===== src/rtl/alu_arbiter_pkg.sv =====
// -----------------------------------------------------------------------------
// alu_arbiter_pkg
// Shared definitions for the two-port ALU arbiter: FSM state encoding,
// opcode width and the ALU opcodes the arbiter's users most often refer to.
// No ports (package).
// -----------------------------------------------------------------------------
package alu_arbiter_pkg;

    localparam int OP_W = 3;

    // Opcodes are passed through untouched; these two are named only because
    // requesters and benches use them for the common add/subtract cases.
    localparam logic [OP_W-1:0] OP_ADD = 3'b100;
    localparam logic [OP_W-1:0] OP_SUB = 3'b101;

    typedef enum logic [1:0] {
        ST_IDLE = 2'd0,
        ST_EXEC = 2'd1,
        ST_RESP = 2'd2
    } state_t;

endpackage : alu_arbiter_pkg


===== src/rtl/alu_arbiter_if.sv =====
// -----------------------------------------------------------------------------
// alu_arbiter_if
// Bundles the two requester ports, the response/status outputs and the
// external ALU connection of alu_arbiter.
//   slave  : the arbiter (samples requests and ALU results, drives acks,
//            responses, registered ALU operands and statistics)
//   master : the environment (requesters plus the external ALU)
// Parameters: W (operand/result width), CNT_W (statistics counter width).
// -----------------------------------------------------------------------------
interface alu_arbiter_if #(
    parameter int W     = 32,
    parameter int CNT_W = 16
) ();
    import alu_arbiter_pkg::*;

    // requester 0
    logic            req0;
    logic [W-1:0]    a0;
    logic [W-1:0]    b0;
    logic [OP_W-1:0] op0;
    // requester 1
    logic            req1;
    logic [W-1:0]    a1;
    logic [W-1:0]    b1;
    logic [OP_W-1:0] op1;
    // completion / response
    logic            ack0;
    logic            ack1;
    logic [W-1:0]    rsp_f;
    logic            rsp_zf;
    logic            rsp_of;
    logic            rsp_id;
    logic            busy;
    // external ALU
    logic [W-1:0]    alu_a;
    logic [W-1:0]    alu_b;
    logic [OP_W-1:0] alu_op;
    logic [W-1:0]    alu_f;
    logic            alu_zf;
    logic            alu_of;
    // statistics
    logic [CNT_W-1:0] cnt0;
    logic [CNT_W-1:0] cnt1;
    logic [CNT_W-1:0] of_cnt;

    modport slave (
        input  req0, a0, b0, op0,
        input  req1, a1, b1, op1,
        input  alu_f, alu_zf, alu_of,
        output ack0, ack1, rsp_f, rsp_zf, rsp_of, rsp_id, busy,
        output alu_a, alu_b, alu_op,
        output cnt0, cnt1, of_cnt
    );

    modport master (
        output req0, a0, b0, op0,
        output req1, a1, b1, op1,
        output alu_f, alu_zf, alu_of,
        input  ack0, ack1, rsp_f, rsp_zf, rsp_of, rsp_id, busy,
        input  alu_a, alu_b, alu_op,
        input  cnt0, cnt1, of_cnt
    );

endinterface : alu_arbiter_if


===== src/rtl/alu_arbiter_rr_arb2.sv =====
// -----------------------------------------------------------------------------
// rr_arb2
// Combinational two-way round-robin picker.
//   req[1:0]  : in  request vector (bit n = port n)
//   last      : in  port that completed most recently
//   gnt_valid : out at least one request is present
//   gid       : out granted port (meaningful only when gnt_valid=1)
// A lone request is always granted; on a tie the port that did not complete
// last wins.
// -----------------------------------------------------------------------------
module rr_arb2
    import alu_arbiter_pkg::*;
(
    input  logic [1:0] req,
    input  logic       last,
    output logic       gnt_valid,
    output logic       gid
);

    // NOTE: every output of an always_comb gets a default first, so no path
    // leaves it unassigned and no latch is inferred.
    always_comb begin
        gnt_valid = |req;
        gid       = 1'b0;
        if (req == 2'b11) begin
            gid = ~last;
        end else begin
            gid = req[1];
        end
    end

endmodule : rr_arb2


===== src/rtl/alu_arbiter.sv =====
// -----------------------------------------------------------------------------
// alu_arbiter
// Shares one external ALU between two requesters. A round-robin winner is
// picked in IDLE and its operands are registered onto alu_a/alu_b/alu_op; the
// ALU evaluates during EXEC and its result and flags are captured into rsp_*;
// RESP raises the winner's ack for one cycle. One op per three cycles.
//
// Ports:
//   clk  : in  system clock
//   rst  : in  synchronous active-high reset
//   bus  : alu_arbiter_if.slave (requesters, acks, responses, busy,
//          ALU operands/results, statistics counters)
//
// Build option: define ALU_ARB_STATS_EN to enable the saturating per-port
// completion counters (cnt0/cnt1) and the overflow counter (of_cnt). When it
// is undefined those outputs are tied to zero.
// -----------------------------------------------------------------------------
module alu_arbiter
    import alu_arbiter_pkg::*;
#(
    parameter int W     = 32,
    parameter int CNT_W = 16
) (
    input  logic       clk,
    input  logic       rst,
    alu_arbiter_if.slave bus
);

    state_t          state;
    state_t          state_nx;
    logic            gnt_valid;
    logic            gid;
    logic            gid_q;      // port currently being served
    logic            last_q;     // port that completed most recently
    logic            load_ops;
    logic            capture;
    logic            complete;
    logic [W-1:0]    sel_a;
    logic [W-1:0]    sel_b;
    logic [OP_W-1:0] sel_op;

    rr_arb2 u_rr_arb2 (
        .req       ({bus.req1, bus.req0}),
        .last      (last_q),
        .gnt_valid (gnt_valid),
        .gid       (gid)
    );

    // NOTE: state and datapath registers use non-blocking assignments so all
    // of them update together from the values present before the edge.
    always_ff @(posedge clk) begin
        if (rst) begin
            state <= ST_IDLE;
        end else begin
            state <= state_nx;
        end
    end

    always_comb begin
        state_nx = state;
        load_ops = 1'b0;
        capture  = 1'b0;
        complete = 1'b0;
        unique case (state)
            ST_IDLE: begin
                if (gnt_valid) begin
                    load_ops = 1'b1;
                    state_nx = ST_EXEC;
                end
            end
            ST_EXEC: begin
                capture  = 1'b1;
                state_nx = ST_RESP;
            end
            ST_RESP: begin
                complete = 1'b1;
                state_nx = ST_IDLE;
            end
            default: state_nx = ST_IDLE;
        endcase
    end

    // Winner's operands, muxed ahead of the operand registers.
    assign sel_a  = gid ? bus.a1  : bus.a0;
    assign sel_b  = gid ? bus.b1  : bus.b0;
    assign sel_op = gid ? bus.op1 : bus.op0;

    always_ff @(posedge clk) begin
        if (rst) begin
            bus.alu_a  <= '0;
            bus.alu_b  <= '0;
            bus.alu_op <= '0;
            bus.rsp_f  <= '0;
            bus.rsp_zf <= 1'b0;
            bus.rsp_of <= 1'b0;
            bus.rsp_id <= 1'b0;
            bus.ack0   <= 1'b0;
            bus.ack1   <= 1'b0;
            gid_q      <= 1'b0;
            // Port 0 wins the first tie after reset.
            last_q     <= 1'b1;
        end else begin
            bus.ack0 <= 1'b0;
            bus.ack1 <= 1'b0;
            if (load_ops) begin
                gid_q      <= gid;
                bus.alu_a  <= sel_a;
                bus.alu_b  <= sel_b;
                bus.alu_op <= sel_op;
            end
            // Ack is set on the EXEC->RESP edge so it is high exactly during
            // RESP, alongside the freshly captured response.
            if (capture) begin
                bus.rsp_f  <= bus.alu_f;
                bus.rsp_zf <= bus.alu_zf;
                bus.rsp_of <= bus.alu_of;
                bus.rsp_id <= gid_q;
                bus.ack0   <= ~gid_q;
                bus.ack1   <= gid_q;
            end
            // Fairness pointer moves only when an op really completes, so an
            // aborted op does not cost its port a turn.
            if (complete) begin
                last_q <= gid_q;
            end
        end
    end

    assign bus.busy = (state != ST_IDLE);

`ifdef ALU_ARB_STATS_EN
    localparam logic [CNT_W-1:0] CNT_MAX = '1;

    logic [CNT_W-1:0] cnt0_q;
    logic [CNT_W-1:0] cnt1_q;
    logic [CNT_W-1:0] of_cnt_q;

    always_ff @(posedge clk) begin
        if (rst) begin
            cnt0_q   <= '0;
            cnt1_q   <= '0;
            of_cnt_q <= '0;
        end else if (complete) begin
            if (!gid_q && cnt0_q != CNT_MAX) begin
                cnt0_q <= cnt0_q + CNT_W'(1);
            end
            if (gid_q && cnt1_q != CNT_MAX) begin
                cnt1_q <= cnt1_q + CNT_W'(1);
            end
            if (bus.rsp_of && of_cnt_q != CNT_MAX) begin
                of_cnt_q <= of_cnt_q + CNT_W'(1);
            end
        end
    end

    assign bus.cnt0   = cnt0_q;
    assign bus.cnt1   = cnt1_q;
    assign bus.of_cnt = of_cnt_q;
`else
    assign bus.cnt0   = {CNT_W{1'b0}};
    assign bus.cnt1   = {CNT_W{1'b0}};
    assign bus.of_cnt = {CNT_W{1'b0}};
`endif

endmodule : alu_arbiter


===== src/flat_wrapper.sv =====
// flat-port wrapper written by rule: the top's interface ports become plain ports
module alu_arbiter_flat import alu_arbiter_pkg::*;
#(
    parameter int W     = 32,
    parameter int CNT_W = 16
)
  (clk, rst, bus_req0, bus_a0, bus_b0, bus_op0, bus_req1, bus_a1, bus_b1, bus_op1, bus_alu_f, bus_alu_zf, bus_alu_of, bus_ack0, bus_ack1, bus_rsp_f, bus_rsp_zf, bus_rsp_of, bus_rsp_id, bus_busy, bus_alu_a, bus_alu_b, bus_alu_op, bus_cnt0, bus_cnt1, bus_of_cnt);
  alu_arbiter_if #(.W(W), .CNT_W(CNT_W)) bus_i ();
  input  logic clk;
  input  logic rst;
  input wire logic [$bits(bus_i.req0)-1:0] bus_req0;
  input wire logic [$bits(bus_i.a0)-1:0] bus_a0;
  input wire logic [$bits(bus_i.b0)-1:0] bus_b0;
  input wire logic [$bits(bus_i.op0)-1:0] bus_op0;
  input wire logic [$bits(bus_i.req1)-1:0] bus_req1;
  input wire logic [$bits(bus_i.a1)-1:0] bus_a1;
  input wire logic [$bits(bus_i.b1)-1:0] bus_b1;
  input wire logic [$bits(bus_i.op1)-1:0] bus_op1;
  input wire logic [$bits(bus_i.alu_f)-1:0] bus_alu_f;
  input wire logic [$bits(bus_i.alu_zf)-1:0] bus_alu_zf;
  input wire logic [$bits(bus_i.alu_of)-1:0] bus_alu_of;
  output wire logic [$bits(bus_i.ack0)-1:0] bus_ack0;
  output wire logic [$bits(bus_i.ack1)-1:0] bus_ack1;
  output wire logic [$bits(bus_i.rsp_f)-1:0] bus_rsp_f;
  output wire logic [$bits(bus_i.rsp_zf)-1:0] bus_rsp_zf;
  output wire logic [$bits(bus_i.rsp_of)-1:0] bus_rsp_of;
  output wire logic [$bits(bus_i.rsp_id)-1:0] bus_rsp_id;
  output wire logic [$bits(bus_i.busy)-1:0] bus_busy;
  output wire logic [$bits(bus_i.alu_a)-1:0] bus_alu_a;
  output wire logic [$bits(bus_i.alu_b)-1:0] bus_alu_b;
  output wire logic [$bits(bus_i.alu_op)-1:0] bus_alu_op;
  output wire logic [$bits(bus_i.cnt0)-1:0] bus_cnt0;
  output wire logic [$bits(bus_i.cnt1)-1:0] bus_cnt1;
  output wire logic [$bits(bus_i.of_cnt)-1:0] bus_of_cnt;
  assign bus_i.req0 = bus_req0;
  assign bus_i.a0 = bus_a0;
  assign bus_i.b0 = bus_b0;
  assign bus_i.op0 = bus_op0;
  assign bus_i.req1 = bus_req1;
  assign bus_i.a1 = bus_a1;
  assign bus_i.b1 = bus_b1;
  assign bus_i.op1 = bus_op1;
  assign bus_i.alu_f = bus_alu_f;
  assign bus_i.alu_zf = bus_alu_zf;
  assign bus_i.alu_of = bus_alu_of;
  assign bus_ack0 = bus_i.ack0;
  assign bus_ack1 = bus_i.ack1;
  assign bus_rsp_f = bus_i.rsp_f;
  assign bus_rsp_zf = bus_i.rsp_zf;
  assign bus_rsp_of = bus_i.rsp_of;
  assign bus_rsp_id = bus_i.rsp_id;
  assign bus_busy = bus_i.busy;
  assign bus_alu_a = bus_i.alu_a;
  assign bus_alu_b = bus_i.alu_b;
  assign bus_alu_op = bus_i.alu_op;
  assign bus_cnt0 = bus_i.cnt0;
  assign bus_cnt1 = bus_i.cnt1;
  assign bus_of_cnt = bus_i.of_cnt;
  alu_arbiter #(.W(W), .CNT_W(CNT_W)) u_core (.clk(clk), .rst(rst), .bus(bus_i));
endmodule

===== config.mk =====
export PLATFORM = sky130hd
export DESIGN_NAME = alu_arbiter_flat
export DESIGN_NICKNAME = d
export VERILOG_FILES = /design/src/rtl/alu_arbiter_pkg.sv /design/src/rtl/alu_arbiter_if.sv /design/src/rtl/alu_arbiter_rr_arb2.sv /design/src/rtl/alu_arbiter.sv /design/src/flat_wrapper.sv
export SDC_FILE = /design/constraint.sdc
export NUM_CORES = 1
export LEC_CHECK = 0
export ABC_CLOCK_PERIOD_IN_PS = 1420
export CAP_MARGIN = 20
export CORE_AREA = 3 3 125 127
export CTS_BUF_LIST = sky130_fd_sc_hd__clkbuf_2 sky130_fd_sc_hd__clkbuf_4 sky130_fd_sc_hd__clkbuf_8
export CTS_CLUSTER_DIAMETER = 100
export DETAILED_ROUTE_END_ITERATION = 12
export DIE_AREA = 0 0 128 130
export PLACE_DENSITY = 0.75
export SLEW_MARGIN = 15
export SYNTH_ARGS = -nofsm -noshare
export SYNTH_HDL_FRONTEND = slang
export SYNTH_SLANG_ARGS = --single-unit

===== constraint.sdc =====
create_clock -name clk -period 1.42 [get_ports clk]
set_input_delay 0.284 -clock clk [delete_from_list [all_inputs] [get_ports clk]]
set_output_delay 0.284 -clock clk [all_outputs]
set_load 0.1 [all_outputs]

==> impl_metrics.csv <==
group,metric,value,unit
outcome,status,"finished with violations",
outcome,violations,"setup timing",
critical_path,start_kind,"primary input",
power_and_ir_drop,seqPwrFrac,0.330,
place,gp_congestion,0.8074,
cells_and_area,final_cells,1054,
min_path,min_path_type,"primary input to flip-flop",
floorplan,floorplan.die_area,16640,sq um
global_routing,grt_pass1_vias,4787,
floorplan,fp-row-count,44,
cells_and_area,syn_to_final_growth,89.98,%
min_path,min_to,"u_core.bus.rsp_f[31]",
cells_and_area,drive_above_1_share,0.1954,
timing,fmax,700.6,MHz
floorplan,start_util,0.3307,
detailed_routing,viasPerCell,4.845,
place,portBuffers,276,
global_routing,grt_overflow,0,
critical_path,crit_required,1.69,ns
clocking,numCtsBuffers,9,
clocking,h-tree-depth,3,
min_path,min_path_cells,2,
critical_path,cp_data_arrival_time,1.70,ns
critical_path,regToRegEndpoint,"u_core.bus.alu_a[3]",
critical_path,cp_cell_sequence,"clkdlybuf4s50_1, a21boi_4, buf_12, clkbuf_16, nand2_1, a311oi_1",
timing,period_share,1.005,
global_routing,antenna_found_initial,0,
floorplan,die_h,130,microns
floorplan,coreArea,14530,sq um
cells_and_area,fin_nets,1037,
power_and_ir_drop,p_clk_frac,0.171,
synth,avgSynthCellArea,7.944,sq um
synth,synth_seq_cells,108,
place,dpl.cell_count,1034,
timing,holdWs,0.2576,ns
timing,fin_crit,1.427,ns
global_routing,grt_pass1_wl,24640,microns
clocking,tritoncts,"yes",
cells_and_area,n_fill_cell,1185,
detailed_routing,routed_wirelength,17110,microns
detailed_routing,drc,0,
global_routing,track_usage,0.1872,
global_routing,grt_max_degree,44,
detailed_routing,via_count,5107,
clocking,clkLatencyLatePin,0.37,ns
clocking,clk_pin_slew,0.11,ns
clocking,root_buffer,"clkbuf_8",
timing,rsz0062_at_grt,"true",
synth,synth_area,4806,sq um
detailed_routing,initialDrtViolationCount,214,
power_and_ir_drop,switching_share,0.4499,
synth,ys_seq_area_frac,0.4499,
power_and_ir_drop,p_leak,3.603,nW
timing,drv_slew,0,
timing,setup_viol,1,
synth,ys_types,22,
detailed_routing,dr.pass1.iters,4,
flow_run,cap_viol_max_count,0,
power_and_ir_drop,ir_drop,0.6339,mV
detailed_routing,wl_per_cell,16.23,microns
critical_path,r2r_cells,5,
place,dp_hpwl,12720,microns
clocking,hold_buffers,0,
floorplan,die_x,128,microns
critical_path,cp_max_fo,21,
cells_and_area,final_common_cell,"nand2_1",
cells_and_area,num_antenna_cells,0,
critical_path,max_stage_delay,0.51,ns
synth,synthCells,605,
power_and_ir_drop,switchingPower,4.956,mW
critical_path,cp-end-kind,"flip-flop",
critical_path,r2r-start,"u_core.state[0]",
timing,worst_slack,-0.007450,ns
timing,clock_skew,0.01309,ns
critical_path,regToRegSetupSlack,0.09,ns
min_path,hold_start,"rst",
detailed_routing,ant_nets,0,
synth,yosys_warnings,0,
timing,finalSetupTns,-0.007450,ns
timing,hold_viol,0,
power_and_ir_drop,power_frac_comb,0.499,
power_and_ir_drop,p_int,6.059,mW
clocking,clock_path_buffers,2,
cells_and_area,final_cell_mix,"nand2_1, clkdlybuf4s50_1, buf_12",
clocking,cts_sinks,108,
power_and_ir_drop,powerDensity,1206,nW/um^2
floorplan,num_io_pins,325,
critical_path,path_class,"primary input to flip-flop",
critical_path,crit_path_top_delay_cell,"clkdlybuf4s50_1",
worst max-delay path: cells and delay by family:
family / cells / cell delay, ns
AOI/OAI and AO/OA: 2 / 0.49
buffers and inverters: 3 / 0.85
and+or+nand+nor: 1 / 0.08
how the worst max path moves through the flow:
stage | startpoint | end | slack [ns] | cells past startpoint
2_1_floorplan | u_core.state[1] | u_core.bus.alu_b[15] | 0.01 | 6
3_3_place_gp | bus_req0 | u_core.bus.alu_op[1] | -0.37 | 6
3_5_place_dp | bus_req0 | u_core.bus.alu_a[15] | -0.43 | 6
4_1_cts | u_core.state[1] | bus_busy | -0.004 | 3
5_1_grt | bus_req1 | u_core.bus.alu_a[31] | -0.09 | 6
6_report | bus_req1 | u_core.bus.alu_a[31] | -0.007 | 6
flip-flops by register name (all words and copies together) (netlist names):
register	cells
u_core.bus.alu_a	32
u_core.bus.alu_b	32
u_core.bus.rsp_f	32
u_core.bus.alu_op	3
u_core.state	2
u_core.bus.ack0	1
u_core.bus.ack1	1
u_core.bus.rsp_id	1
u_core.bus.rsp_of	1
u_core.bus.rsp_zf	1
u_core.gid_q	1
u_core.last_q	1
power groups by stage:
stage               Clock, mW  Sequential [mW]  Combinational [mW]
floorplan                   0             5.58                1.46
global placement            0             3.69                5.42
detailed placement          0             3.70                5.45
CTS                      1.94             3.64                5.45
global route             2.05             3.67                5.69
finish                   1.88             3.63                5.50
through the flow:
stage,setup WS [ns],util,power [mW],cell area (sq um)
final,-0.007450,0.6282,11.02,9130
after global routing,-0.08748,0.6282,11.40,9130
after CTS,-0.003502,0.6196,11.02,9005
after detailed placement,-0.4335,0.6058,9.150,8805
after global placement,-0.3651,0.6058,9.110,8805
after floorplan,0.01130,-,7.043,4985
metal layers:
metal,vias to the layer above,GRT usage,part of all wire
met4,0,0.06742,0.018
met5,-,0,0
li1,2511,-,-
met3,22,0.06017,0.086
met2,224,0.3272,0.50
met1,2350,0.2154,0.39
kinds of logic (layout without fill, tap and decap cells):
logic type	count (synthesis)	in the layout	share of synthesized area
and+or+nand+nor	217	217	0.1747
AOI/OAI and AO/OA	174	174	0.2367
DFF	108	108	0.4499
buffers and inverters	105	323	0.1380
other	1	48	0.0007803
Yosys cell counts (all sizes together):
| cell type | number | area (sq um) |
|---|---|---|
| a21bo | 1 | 10.01 |
| buf | 90 | 606.8 |
| nor2 | 4 | 22.52 |
| nor3 | 2 | 10.01 |
| nor2b | 3 | 18.77 |
| or2 | 1 | 6.260 |
| a311oi | 67 | 586.8 |
| conb | 1 | 3.750 |
| o21ai | 1 | 5.000 |
| nand2b | 1 | 6.260 |
| dfxtp | 108 | 2162 |
| a211o | 1 | 8.760 |
| clkbuf | 14 | 52.55 |
| nand2 | 205 | 769.5 |
| and2 | 1 | 6.260 |
| a21boi | 1 | 11.26 |
| a21oi | 103 | 515.5 |
| inv | 1 | 3.750 |
cell type report:
cell class	instances	area, sq um	area share
clock inverters	5	41.29	0.004522
multi-input cells	439	2225	0.2437
flip-flops and latches	108	2168	0.2375
well taps	184	230.2	0.02522
repair buffers	306	4308	0.4718
inverters	1	6.256	0.0006852
clock buffers	11	151.4	0.01658
what timing repair did:
action                                 CTS  global route
gates resized for setup                  4             9
setup endpoints to repair                7            25
cloned                                   0             2
endpoints found under the hold margin    0             0
buffers inserted                         0             2
pin swaps                                0             3
No activity file was read; power rests on OpenSTA's default activity.
